[src/rtl/delta_modulation.sv]
// Single-channel delta-modulation spike encoder: emits ON/OFF pulses when the sample
// departs from a registered reference by at least a threshold. Optional macro DM_STEP_TRACK_EN.
module delta_modulation #(
  parameter int W = 4
) (
  input  logic         clk,
  input  logic         rst,
  input  logic         ena,
  input  logic [W-1:0] data,
  input  logic [W-1:0] threshold,
  input  logic         off_spike_en,
  input  logic         load_prev,
  input  logic [W-1:0] force_prev,
  output logic [1:0]   spike,
  output logic [W-1:0] prev
);

  logic [W:0]   up_diff;
  logic [W:0]   dn_diff;
  logic         up_hit;
  logic         dn_hit;
  logic [W-1:0] up_next;
  logic [W-1:0] dn_next;

`ifdef DM_STEP_TRACK_EN
  logic [W-1:0] step;
  logic [W:0]   step_sum;
  logic [W:0]   step_dif;
`endif

  always_comb begin
    // Differences carry one extra bit so neither direction can wrap.
    up_diff = {1'b0, data} - {1'b0, prev};
    dn_diff = {1'b0, prev} - {1'b0, data};
    up_hit  = (data > prev) && (up_diff >= {1'b0, threshold});
    dn_hit  = (data < prev) && (dn_diff >= {1'b0, threshold});
`ifdef DM_STEP_TRACK_EN
    step     = (threshold == '0) ? {{(W-1){1'b0}}, 1'b1} : threshold;
    step_sum = {1'b0, prev} + {1'b0, step};
    step_dif = {1'b0, prev} - {1'b0, step};
    up_next  = step_sum[W] ? '1 : step_sum[W-1:0];
    dn_next  = step_dif[W] ? '0 : step_dif[W-1:0];
`else
    up_next  = data;
    dn_next  = data;
`endif
  end

  // NOTE: state registers use non-blocking assignments so every flop samples pre-edge values.
  always_ff @(posedge clk) begin
    if (rst) begin
      spike <= 2'b00;
      prev  <= '0;
    end else if (ena) begin
      if (load_prev) begin
        spike <= 2'b00;
        prev  <= force_prev;
      end else if (up_hit) begin
        spike <= 2'b01;
        prev  <= up_next;
      end else if (dn_hit) begin
        // The reference tracks downward even when the OFF pulse is masked.
        spike <= off_spike_en ? 2'b10 : 2'b00;
        prev  <= dn_next;
      end else begin
        spike <= 2'b00;
      end
    end
  end

endmodule

[config.mk]
export PLATFORM = sky130hd
export DESIGN_NAME = delta_modulation
export DESIGN_NICKNAME = d
export VERILOG_FILES = /design/src/rtl/delta_modulation.sv
export SDC_FILE = /design/constraint.sdc
export NUM_CORES = 1
export LEC_CHECK = 0
export ABC_AREA = 0
export BUFFER_PORTS_ARGS = -buffer_cell sky130_fd_sc_hd__buf_2
export CORE_MARGIN = 2
export CORE_UTILIZATION = 30
export CTS_CLUSTER_SIZE = 20
export DETAILED_ROUTE_END_ITERATION = 12
export HOLD_SLACK_MARGIN = 0.15
export MAX_ROUTING_LAYER = met4
export SETUP_SLACK_MARGIN = 0.5
export SLEW_MARGIN = 0
export SYNTH_ARGS = -nofsm -noshare
export SYNTH_HDL_FRONTEND = slang
export SYNTH_SLANG_ARGS = --single-unit
[constraint.sdc]
create_clock -name clk -period 5.8 [get_ports clk]
set_clock_uncertainty 0.2 [all_clocks]
set_input_delay 1.16 -clock clk [delete_from_list [all_inputs] [get_ports clk]]
set_output_delay 1.16 -clock clk [all_outputs]
set_load 0.02 [all_outputs]
# Word-level counts from Yosys, hierarchy flattened
# Index checks and enable logic that the tools add are counted.
[word_totals]
reg_bits = 6
in_bits = 17
word_cells = 19
[op_classes]
add_sub_neg = 2
order_cmp = 4
muxes = 7
reduce_logical = 4
[op_table]
columns = ["op", "count"]
rows = [
  ["4-bit two-way mux", 3],
  ["5-bit by 4-bit greater-or-equal comparator with 1-bit output", 2],
  ["4-bit by 4-bit subtractor with 5-bit output", 2],
  ["2-bit two-way mux", 4],
  ["4-bit > comparator", 1],
  ["4-bit < comparator", 1],
  ["3-bit nonzero test", 1],
  ["1-bit logical AND", 2],
  ["2-bit AND reduction", 1],
]

# Depth between registers and ports, before layout
# Gate-level depths: netlist of run 1.
[logic_depth]
ltp_word = 6
ltp_mapped = 12
ltp_nobuf = 12

# Worst setup path after synthesis of run 1
# No wires, ideal clock.
[synth_timing]
path_type = "input to register"
from = "input port data[0]"
to = "register spike[0]"
setup_ns = 0.115
arrival_time_ns = 3.289
path_slack_ns = 2.196
stages = 12
n_path_buf = 0
cell_sequence = "inv_1 ha_1 inv_1 fa_1 xor2_1 ha_1 a21oi_1 o21ai_0 a211oi_2 nor3_1 mux2_2 and2_1"
[synth_between]
elab_chain_cells = 6
[synth_lines]
columns = ["item", "line_no", "text"]
rows = [
  ["start: declaration", "9", "input logic [W-1:0] data,"],
  ["4-bit by 4-bit subtractor with 5-bit output", "34", "dn_diff = {1'b0, prev} - {1'b0, data};"],
  ["5-bit by 4-bit greater-or-equal comparator with 1-bit output", "36", "dn_hit = (data < prev) && (dn_diff >= {1'b0, threshold});"],
  ["1-bit logical AND", "36", ""],
  ["2-bit two-way mux", "61", "end else if (dn_hit) begin"],
  ["2-bit two-way mux (*)", "58", "end else if (up_hit) begin"],
  ["2-bit two-way mux (*)", "55", "if (load_prev) begin"],
  ["end signal: assignment", "63", "spike <= off_spike_en ? 2'b10 : 2'b00;"],
  ["end: declaration", "14", "output logic [1:0] spike,"],
]
# Every way passes the cells marked *; elsewhere a longest branch is shown, timed or not.
# A chain may end at the register's enable or synchronous reset.

# Worst setup path after layout of run 1
# Ends and elaborated chain as after synthesis.

==> metrics.md, run 1 <==
| Metric | Value |
|---|---|
| Total number of vias | `660` |
| Distinct cells, synth | `31` |
| RSZ-0062 raised after global routing | `no` |
| Relative slew slack | `approximately three quarters` |
| Startpoint Class | `input port` |
| Clock root cell | `clkbuf_4` |
| Die Height | `55.10 um` |
| Max Buffers Root-to-Sink | `2` |
| Synth-to-layout area growth | `18.53%` |
| Initial antenna violation count | `0` |
| WL/cell | `approximately 11 um` |
| Post-synth top area share | `between 20% and 30%` |
| Post-CTS Setup Inserts | `0` |
| Post-route ant nets | `0` |
| Clock sink total | `6` |
| Detailed router's first-iteration violation count | `4` |
| Power density cells | `220.9 nW/um2` |
| Dpl cells | `137` |
| Total core area | `roughly 2500 um2` |
| CP Capture Type | `flip-flop` |
| Layout Nets | `roughly 150` |
| GRT Overall Usage | `roughly 12%` |
| CTS tree | `done` |
| Syn Area/Cell | `~9 um2` |
| Fin. max-slew vios | `0` |
| Outcome | `completed` |
| Final Hold Fails | `0` |
| Setup TNS Final | `0 ns` |
| Seq/Total Area, Yosys | `15.34%` |
| Cells after Synth | `~90` |
| Required @ worst endpoint | `5.73 ns` |
| Net Count, Synth | `123` |
| FF-to-FF setup slack | `roughly 2.8 ns` |
| Boundary Pins | `23` |
| Final setup violation count | `0` |
| Post-synthesis register bit count | `6` |
| GP Congestion | `slightly above 0.7` |
| Arrival time worst endpoint | `3.57 ns` |
| Vias in the first global route | `approximately 670` |
| Post-detail-place hpwl | `approximately 1300 um` |
| Clock slew at reported path FFs | `roughly 0.040 ns` |
| Min Tclk post-route | `3.636 ns` |
| Post-CTS Hold Fix Bufs | `0` |
| Die area | `between 3000 and 4000 um2` |
| Rows | `18` |
| Tot Pwr | `between 200 and 250 uW` |
| H-Tree Level Count | `1` |
| Fmax | `0.2750 GHz` |
| P_leak | `approximately 0.47 nW` |
| Area leader, netlist | `ha_1` |
| Worst setup path category | `input port to flip-flop` |
| Pre-CTS WS | `~1.9 ns` |
| Vias per std cell | `about 4.7` |
| Max-cap viol count | `0` |
| Port Buffers | `22` |
| Worst VDD drop | `126.1 uV` |
| Total CTS buffers | `3` |
| Die Width | `~55 um` |
| Share of cells above drive strength 1 | `28.18%` |
| Resize count post-CTS | `0` |
| Final critical-path share of the clock period | `between 60% and 70%` |
| Largest net degree at the start of global routing | `12` |
| First-pass GRT wire length | `around 2600 um` |
| Skew-Pair Late Insertion Delay | `roughly 0.24 ns` |
| DRC viols | `0` |
| Grt total ovfl | `0` |
| Non-filler instance count after layout | `140` |
| Detailed Route WL | `~1500 um` |
| Yosys warnings | `0` |
| Worst Hold Class | `flip-flop to flip-flop` |
| Worst-margin pin slew | `around 0.37 ns` |
| # diodes | `0` |
| Setup ws final | `2.164 ns` |
| Critical path fanouts, max | `3` |
| Top area cells in the synthesized netlist | `ha_1 (24%), dfxtp_1 (15%), inv_1 (7.2%)` |
| Initial core utilization | `approximately a third` |
| Mapped Area | `783.3 um2` |
| First-pass detailed-route iteration total | `3` |
## cell usage after synthesis, drive strengths merged
master  instances
a211oi          1
a21o            2
a21oi          10
a221oi          1
a311oi          4
and2            1
buf             3
clkbuf          1
dfxtp           6
fa              2
ha             15
inv            15
mux2            1
mux2i           4
nand2           3
nand3           1
nand4           1
nor2            1
nor2b           3
nor3            1
nor4            1
o21a            2
o21ai           4
o221ai          1
o31a            1
or2             1
xnor2           1
xor2            2
## metrics by stage
step | hold slack [ns] | cell area (um2) | utilization [%]
after floorplan | 0.4042 | 783.3 | -
after global placement | 0.3387 | 905.9 | 36.57
after detailed placement | 0.3545 | 905.9 | 36.57
after CTS | 0.3571 | 928.4 | 37.47
after global routing | 0.3989 | 928.4 | 37.47
final | 0.3535 | 928.4 | 37.47
## layout by cell type, fill, tap and decap left out, drive strengths merged
master | synthesis | final
a211oi | 1 | 1
a21o | 2 | 2
a21oi | 10 | 10
a221oi | 1 | 1
a311oi | 4 | 4
and2 | 1 | 1
buf | 3 | 22
clkbuf | 1 | 3
dfxtp | 6 | 6
fa | 2 | 2
ha | 15 | 15
inv | 15 | 15
mux2 | 1 | 1
mux2i | 4 | 4
nand2 | 3 | 3
nand3 | 1 | 1
nand4 | 1 | 1
nor2 | 1 | 1
nor2b | 3 | 3
nor3 | 1 | 1
nor4 | 1 | 1
o21a | 2 | 2
o21ai | 4 | 4
o221ai | 1 | 1
o31a | 1 | 1
or2 | 1 | 1
xnor2 | 1 | 1
xor2 | 2 | 2
## layout make-up
class	count	area, um2
Fill cell	273	1549
Multi-Input combinational cell	64	581.8
Sequential cell	6	120.1
Timing Repair Buffer	22	110.1
Inverter	15	56.30
Tap cell	30	37.54
Clock buffer	3	22.52
## critical path, stage by stage
cell and delay (ns):
buf_2 0.12, inv_1 0.05, ha_1 0.20, inv_1 0.07
fa_1 0.41, xor2_1 0.18, ha_1 0.30, a21oi_1 0.14
o21ai_0 0.11, a211oi_2 0.33, nor3_1 0.08, mux2_2 0.26
and2_1 0.15
## where the power goes
part	leakage [nW]	internal (mW)	switching [mW]	total, mW
Clock	0.0138	0.0234	0.0144	0.0378
Combinational	0.407	0.0529	0.0635	0.116
Sequential	0.0494	0.0460	0.00482	0.0508
Total	0.470	0.122	0.0828	0.205
## per-layer routing
metal | GRT usage [%] | vias to the layer above | routed length [um]
li1 | - | 356 | -
met1 | 15.24 | 291 | 744
met2 | 20.63 | 13 | 708
met3 | 0.8065 | 0 | 44
met4 | 4.878 | 0 | 0
met5 | - | - | 0
## worst paths after layout
check             startpoint  endpoint  depth (start not counted)
setup / recovery     data[0]  spike[0]                         13
hold / removal       prev[2]   prev[2]                          2
setup reg to reg     prev[0]  spike[0]                         11
hold reg to reg      prev[2]   prev[2]                          2
## state kept, by name, summed over array words and instances, names as in the netlist
name / count
spike: 2
prev: 4
## logic make-up (layout without fill, tap and decap cells)
family	count (synthesis)	after routing	share of synthesized area, %
buffers and inverters	19	40	10.38
adder cells (fa/ha/maj)	17	17	29.07
XOR/XNOR	3	3	3.355
flip-flops	6	6	15.34
AO/OA/AOI/OAI	26	26	25.24
multiplexers	5	5	6.550
AND/OR/NAND/NOR	13	13	10.06
No activity file was read; power rests on OpenSTA's default activity.
==> run 2, diff against run 1 <==
Settings changed: ABC_AREA 0 to 1.
Clock period 5.8 ns to 3.1 ns, I/O delays scaled along.
==> run 2 against run 1 <==
Compared with the run above: combinational power increased to 3.5 times the previous value; largest cell class unchanged; highest routed layer is now met4; critical path type unchanged; non-clock buffer count increased by 5; sequential power increased by 110%.
==> metrics.md, run 2 <==
| Metric | Value |
|---|---|
| Final critical-path share of the clock period | `a little over four fifths` |
| Largest net degree at the start of global routing | `10 (-2)` |
| Vias per std cell | `4.544 (-3.6%)` |
| Min Tclk post-route | `between 2 and 3 ns` |
| Sw Share | `47.32% (+6.9 points)` |
| Worst Hold Class | `flip-flop to flip-flop` |
| Setup TNS Final | `0 ns (unchanged)` |
| CP Capture Type | `flip-flop` |
| Clock power frac | `11.9% (-6.5 points)` |
| Fin. max-slew vios | `0 (unchanged)` |
| Most frequent CP cell | `nand2_1` |
| Grt total ovfl | `0 (unchanged)` |
| Final Core Density | `40.50% (+3.0 points)` |
| Boundary Pins | `23 (unchanged)` |
| Relative slew slack | `80.77% (+5.3 points)` |
| P_int | `305.3 uW (+150%)` |
| First-pass detailed-route iteration total | `4 (+1)` |
| Post-synthesis simple-gate area fraction | `29.74% (+20 points)` |
| Port Buffers | `22 (unchanged)` |
| Post-synth EDFFs | `0 (unchanged)` |
| Biggest regs | `prev x4, spike x2` |
| Initial antenna violation count | `0 (unchanged)` |
| Worst setup path category | `input port to flip-flop` |
| Initial core utilization | `31.40% (-0.22 points)` |
| Post-detail-place hpwl | `1513 um (+14%)` |
| Synth Area in Compound Gates | `10.79% (-14 points)` |
| Clock sink total | `6 (unchanged)` |
| Clock slew at reported path FFs | `0.04 ns (about the same)` |
| Die area | `3305 um2 (+8.9%)` |
| Mapped Area | `858.3 um2 (+9.6%)` |
| DRC viols | `0 (unchanged)` |
| Total core area | `2734 um2 (+10%)` |
| Max Buffers Root-to-Sink | `2 (unchanged)` |
| CP max stage cell | `fa_2` |
| Seq pwr share | `18.1% (-6.7 points)` |
| Post-CTS Hold Fix Bufs | `0 (unchanged)` |
| Largest Register | `prev` |
| CTS tree | `done` |
| Power density cells | `523.4 nW/um2 (+140%)` |
| Worst-margin pin slew | `0.2884 ns (-0.07976 ns)` |
| Clock root cell | `clkbuf_4` |
| Async SR Flop Fraction | `0% (unchanged)` |
| Outcome | `completed` |
| Cells after Synth | `124 (+39%)` |
| Top cells by count, synth | `inv_1 (26), nand2_1 (25), ha_1 (15)` |
| Detailed router's first-iteration violation count | `10 (+6)` |
| Detailed Route WL | `1847 um (+23%)` |
| Total CTS buffers | `3 (unchanged)` |
| Layout Nets | `187 (+28%)` |
| Net Sw Power | `274.3 uW (+230%)` |
| GP Congestion | `0.7976 (+11%)` |
| RSZ-0062 raised after global routing | `yes` |
| Main flop type after synthesis | `dfxtp_1` |
| Distinct cells, synth | `19 (-39%)` |
| Synth Area in Adders | `26.53% (-2.5 points)` |
| Area leader, netlist | `ha_1` |
| Multiplexer share of the synthesized area | `0% (-6.5 points)` |
| WL/cell | `10.15 um (-5.0%)` |
| Post-synthesis register bit count | `6 (unchanged)` |
| Post-Synth XOR/XNOR Area | `4.082% (+0.73 points)` |
| Net Count, Synth | `158 (+28%)` |
| Largest family of logic cells by synthesized area | `simple AND/OR/NAND/NOR gates` |
| Most common cell in the netlist | `inv_1` |
| Post-synth top area share | `21.87% (-2.1 points)` |
| Die Height | `57.49 um (+4.3%)` |
| Seq/Total Area, Yosys | `13.99% (-1.3 points)` |
| First-pass GRT wire length | `2939 um (+11%)` |
| Post-route ant nets | `0 (unchanged)` |
| Worst VDD drop | `289.2 uV (+130%)` |
| Arrival time worst endpoint | `2.53 ns (-1.04 ns)` |
| Cell breakdown of the critical path | `buf_8, inv_6, ha_4, inv_4, fa_2, xor2_1, ha_1, nand2_1, inv_1, nand2_1, nand2_1, nand2_1, nand3_2, nand2_2, nand2_4, nand2_8, nand3_1, nand2_1, nor2_1` |
| Top area cells in the synthesized netlist | `ha_1 (22%), dfxtp_1 (14%), inv_1 (11%)` |
| Share of cells above drive strength 1 | `34.44% (+6.3 points)` |
| Most common cell after layout, fill and taps aside | `nand2_1` |
| Startpoint Class | `input port` |
| Commonest non-fill, non-tap cells in the layout | `nand2_1 (25), inv_1 (24), buf_2 (21)` |
| Max reg flops | `4 (unchanged)` |
| Critical path fanouts, max | `8 (+5)` |
| Comb power frac | `70.0% (+13 points)` |
| Syn Area/Cell | `6.922 um2 (-21%)` |
| Fmax | `0.3843 GHz` |
| Total number of vias | `827 (+25%)` |
| H-Tree Level Count | `1 (unchanged)` |
| GRT Overall Usage | `11.58% (-0.67 points)` |
| Required @ worst endpoint | `3.03 ns (-2.70 ns)` |
| Skew-Pair Late Insertion Delay | `0.24 ns (about the same)` |
| Max incr delay on CP | `0.34 ns (-0.07 ns)` |
| Max-cap viol count | `0 (unchanged)` |
| # diodes | `0 (unchanged)` |
| Final Hold Fails | `0 (unchanged)` |
| Vias in the first global route | `702 (+4.2%)` |
| Final setup violation count | `0 (unchanged)` |
| Die Width | `57.49 um (+4.3%)` |
| FF-to-FF setup slack | `0.61 ns (-2.23 ns)` |
| P_leak | `0.6253 nW (+33%)` |
| Yosys warnings | `0 (unchanged)` |
| Rows | `19 (+1)` |
| Synth-to-layout area growth | `29.01%` |
-- run 2: stage by stage --
step	hold slack, ns	instances	setup slack [ns]	cell area (um2)	total power, mW
after floorplan	0.4055	124	0.5096	878.3	0.4069
after global placement	0.3280	174	0.2271	1001	0.4679
after detailed placement	0.3362	174	0.1920	1001	0.4771
after CTS	0.3440	180	0.4909	1065	0.5697
after global routing	0.3550	182	0.3648	1107	0.6417
final	0.3392	182	0.4976	1107	0.5795
-- run 2: area by class of cell --
type / count / area [um2]
Sequential cell: 6 / 120.1
Tap cell: 31 / 38.79
Fill cell: 286 / 1627
Timing Repair Buffer: 27 / 157.7
Inverter: 27 / 108.9
Clock buffer: 3 / 22.52
Multi-Input combinational cell: 88 / 659.4
-- run 2: logic make-up after synthesis --
family	after synthesis
simple gates	49
buf+inv	30
compound gates	18
fa+ha+maj	17
flops	6
xor+xnor	4
-- run 2: final timing paths --
kind,startpoint,end,cells past startpoint
min,spike[1],spike[1],3
max reg2reg,prev[0],prev[0],14
min reg2reg,spike[1],spike[1],3
max,data[0],prev[2],19
-- run 2: repair_timing --
action	in CTS	in global routing
endpoints found under the hold margin	0	0
resized for setup	5	6
setup endpoints to repair	4	5
pin swaps	0	1
setup buffers	3	2
gates cloned	0	0
-- run 2: metal layers --
metal / wire [um] / track usage [%]
met2: 910 / 18.51
met5: 0 / -
met3: 94 / 1.134
met1: 827 / 14.36
met4: 14 / 5.980
-- run 2: power by group through the flow --
stage               Sequential [mW]  Clock (mW)  Combinational [mW]
floorplan                     0.121           0               0.286
global placement              0.105           0               0.363
finish                        0.105      0.0691               0.406
global route                  0.107      0.0737               0.461
CTS                           0.105      0.0721               0.393
detailed placement            0.105           0               0.372
-- run 2: critical path: cells and delay by family --
family,cells,cell delay (ns)
fa+ha+maj,3,0.76
simple gates,11,0.76
buf+inv,4,0.21
xor+xnor,1,0.17
==> run 3, diff against run 2 <==
Clock period 3.1 ns to 2.45 ns, I/O delays scaled along.
==> run 3 against run 2 <==
Compared with the run above: the run now ends with negative setup slack left; non-clock buffer count rose by 8; worst hold slack got worse by 0.13 ns; die area did not move; total power rose by 39%; setup slack got worse by 0.51 ns; count of clock-buffer cells in the layout did not move; first-iteration DRC count did not move; register-to-register slack got worse by 0.60 ns; combinational power rose by 44%; routed wire length rose by 4.9%; largest cell class unchanged.
==> metrics.md, run 3 (synthesis results as in run 2) <==
| Metric | Value |
|---|---|
| Outcome | `finished, violations left` |
| Failing checks | `negative setup slack` |
| Max Buffers Root-to-Sink | `2 (unchanged)` |
| Grt total ovfl | `0 (unchanged)` |
| WL/cell | `10.19 um (+0.46%)` |
| Most frequent CP cell | `nand2_1` |
| Worst Hold Class | `input port to flip-flop` |
| Most common cell after layout, fill and taps aside | `nand2_1` |
| Die area | `3305 um2 (unchanged)` |
| Biggest regs | `prev x4, spike x2` |
| Max-cap viol count | `0 (unchanged)` |
| CP top delay family | `adder cells` |
| DRC viols | `0 (unchanged)` |
| Largest Register | `prev` |
| Post-CTS Hold Fix Bufs | `0 (unchanged)` |
| Non-filler instance count after layout | `190 (+4.4%)` |
| Clock slew at reported path FFs | `0.04 ns (about the same)` |
| Setup ws final | `-0.01318 ns (-0.5108 ns)` |
| Clock sink total | `6 (unchanged)` |
| Total number of vias | `856 (+3.5%)` |
| Post-detail-place hpwl | `1614 um (+6.7%)` |
| Largest net degree at the start of global routing | `10 (unchanged)` |
| Min Tclk post-route | `between 2 and 2.5 ns` |
| Worst-margin pin slew | `0.2927 ns (+0.004280 ns)` |
| Required @ worst endpoint | `2.39 ns (-0.64 ns)` |
| Startpoint Class | `input port` |
| Arrival time worst endpoint | `2.40 ns (-0.13 ns)` |
| Share of cells above drive strength 1 | `42.77% (+8.3 points)` |
| Worst VDD drop | `401.9 uV (+39%)` |
| H-Tree Level Count | `1 (unchanged)` |
| Final Hold Fails | `0 (unchanged)` |
| Initial antenna violation count | `0 (unchanged)` |
| GRT Overall Usage | `13.02% (+1.4 points)` |
| Relative slew slack | `80.28% (-0.49 points)` |
| Total CTS buffers | `3 (unchanged)` |
| Initial core utilization | `31.40% (unchanged)` |
| First-pass GRT wire length | `3305 um (+12%)` |
| Final critical-path share of the clock period | `100.5%` |
| First-pass detailed-route iteration total | `4 (unchanged)` |
| Worst setup path category | `input port to flip-flop` |
| Port Buffers | `22 (unchanged)` |
| Rows | `19 (unchanged)` |
| Boundary Pins | `23 (unchanged)` |
| Die Width | `57.49 um (unchanged)` |
| GP Congestion | `0.8145 (+2.1%)` |
| Fin. max-slew vios | `0 (unchanged)` |
| # diodes | `0 (unchanged)` |
| Synth-to-layout area growth | `41.84%` |
| Post-route ant nets | `0 (unchanged)` |
| Total core area | `2734 um2 (unchanged)` |
| Detailed Route WL | `1937 um (+4.9%)` |
| Tot Pwr | `807.9 uW (+39%)` |
| Critical path fanouts, max | `8 (unchanged)` |
| Commonest non-fill, non-tap cells in the layout | `nand2_1 (25), inv_1 (24), buf_2 (21)` |
| RSZ-0062 raised after global routing | `yes` |
| Pre-CTS WS | `-0.3349 ns (-0.5270 ns)` |
| Instance area at placement | `1096 um2 (+9.5%)` |
| Final setup violation count | `3 (+3)` |
| Die Height | `57.49 um (unchanged)` |
| P_leak | `0.6728 nW (+7.6%)` |
| Layout Nets | `195 (+4.3%)` |
| Dpl cells | `184 (+5.7%)` |
| Max reg flops | `4 (unchanged)` |
| Count of buffer and inverter cells on the critical path | `4 (unchanged)` |
| Design area | `1217 um2 (+9.9%)` |
| Clock root cell | `clkbuf_4` |
| Max incr delay on CP | `0.34 ns (about the same)` |
| CP max stage cell | `fa_2` |
| CTS tree | `done` |
| CP Capture Type | `flip-flop` |
| Vias per std cell | `4.505 (-0.85%)` |
| WHS | `0.2103 ns (-0.1290 ns)` |
| Vias in the first global route | `824 (+17%)` |
| Skew-Pair Late Insertion Delay | `0.25 ns (about the same)` |
| Fmax | `0.4060 GHz` |
| Detailed router's first-iteration violation count | `10 (unchanged)` |
| Cell breakdown of the critical path | `buf_12, inv_12, ha_4, inv_4, fa_2, xor2_1, ha_1, nand2_1, inv_1, nand2_1, nand2_1, nand2_1, nand3_2, nand2_2, nand2_4, nand2_8, a21oi_1, nor2_1` |
| Power density cells | `663.6 nW/um2 (+27%)` |
run 3: worst reg2reg max path, delay by kind of cell (launching register included):
| family | cells | cell delay [ns] |
|---|---|---|
| adders and majority gates | 3 | 0.80 |
| and+or+nand+nor | 9 | 0.59 |
| DFF | 1 | 0.36 |
| xor gates and xnor gates | 1 | 0.18 |
| AOI/OAI and AO/OA | 1 | 0.14 |
| buffers and inverters | 2 | 0.08 |
run 3: timing repair:
item,CTS,global route
resized for setup,9,8
setup endpoints to repair,6,6
pin swaps,10,5
setup buffers,1,2
run 3: metal layers:
metal  up-vias  track usage (%)  wire [um]
li1        457                -          -
met1       376            15.33        837
met2        18            22.56       1005
met3         5           0.6803         57
met4         0            5.980         37
met5         -                -          0
run 3: cell type report:
type                            count  area [um2]
Clock buffer                        3       22.52
Fill cell                         274        1516
Inverter                           27       116.4
Multi-Input combinational cell     88       691.9
Sequential cell                     6       125.1
Tap cell                           31       38.79
Timing Repair Buffer               35       222.7
run 3: final timing paths:
check / cells past startpoint / start / slack, ns / to
max: 18 / data[0] / -0.01 / prev[1]
min: 2 / rst / 0.21 / spike[1]
max reg2reg: 16 / prev[0] / 0.01 / prev[1]
min reg2reg: 3 / spike[1] / 0.34 / spike[1]
run 3: per-stage QoR:
step | util, % | TNS, ns
2_1_floorplan | - | 0
3_3_place_gp | 40.09 | -1.370
3_5_place_dp | 40.09 | -1.681
4_1_cts | 42.75 | -0.2769
5_1_grt | 44.53 | -0.5353
6_report | 44.53 | -0.02580
run 3: power by group:
part | total (mW) | switching [mW] | internal (mW)
Combinational | 0.583 | 0.322 | 0.261
Clock | 0.0916 | 0.0362 | 0.0554
Sequential | 0.134 | 0.0154 | 0.118
Total | 0.808 | 0.374 | 0.434
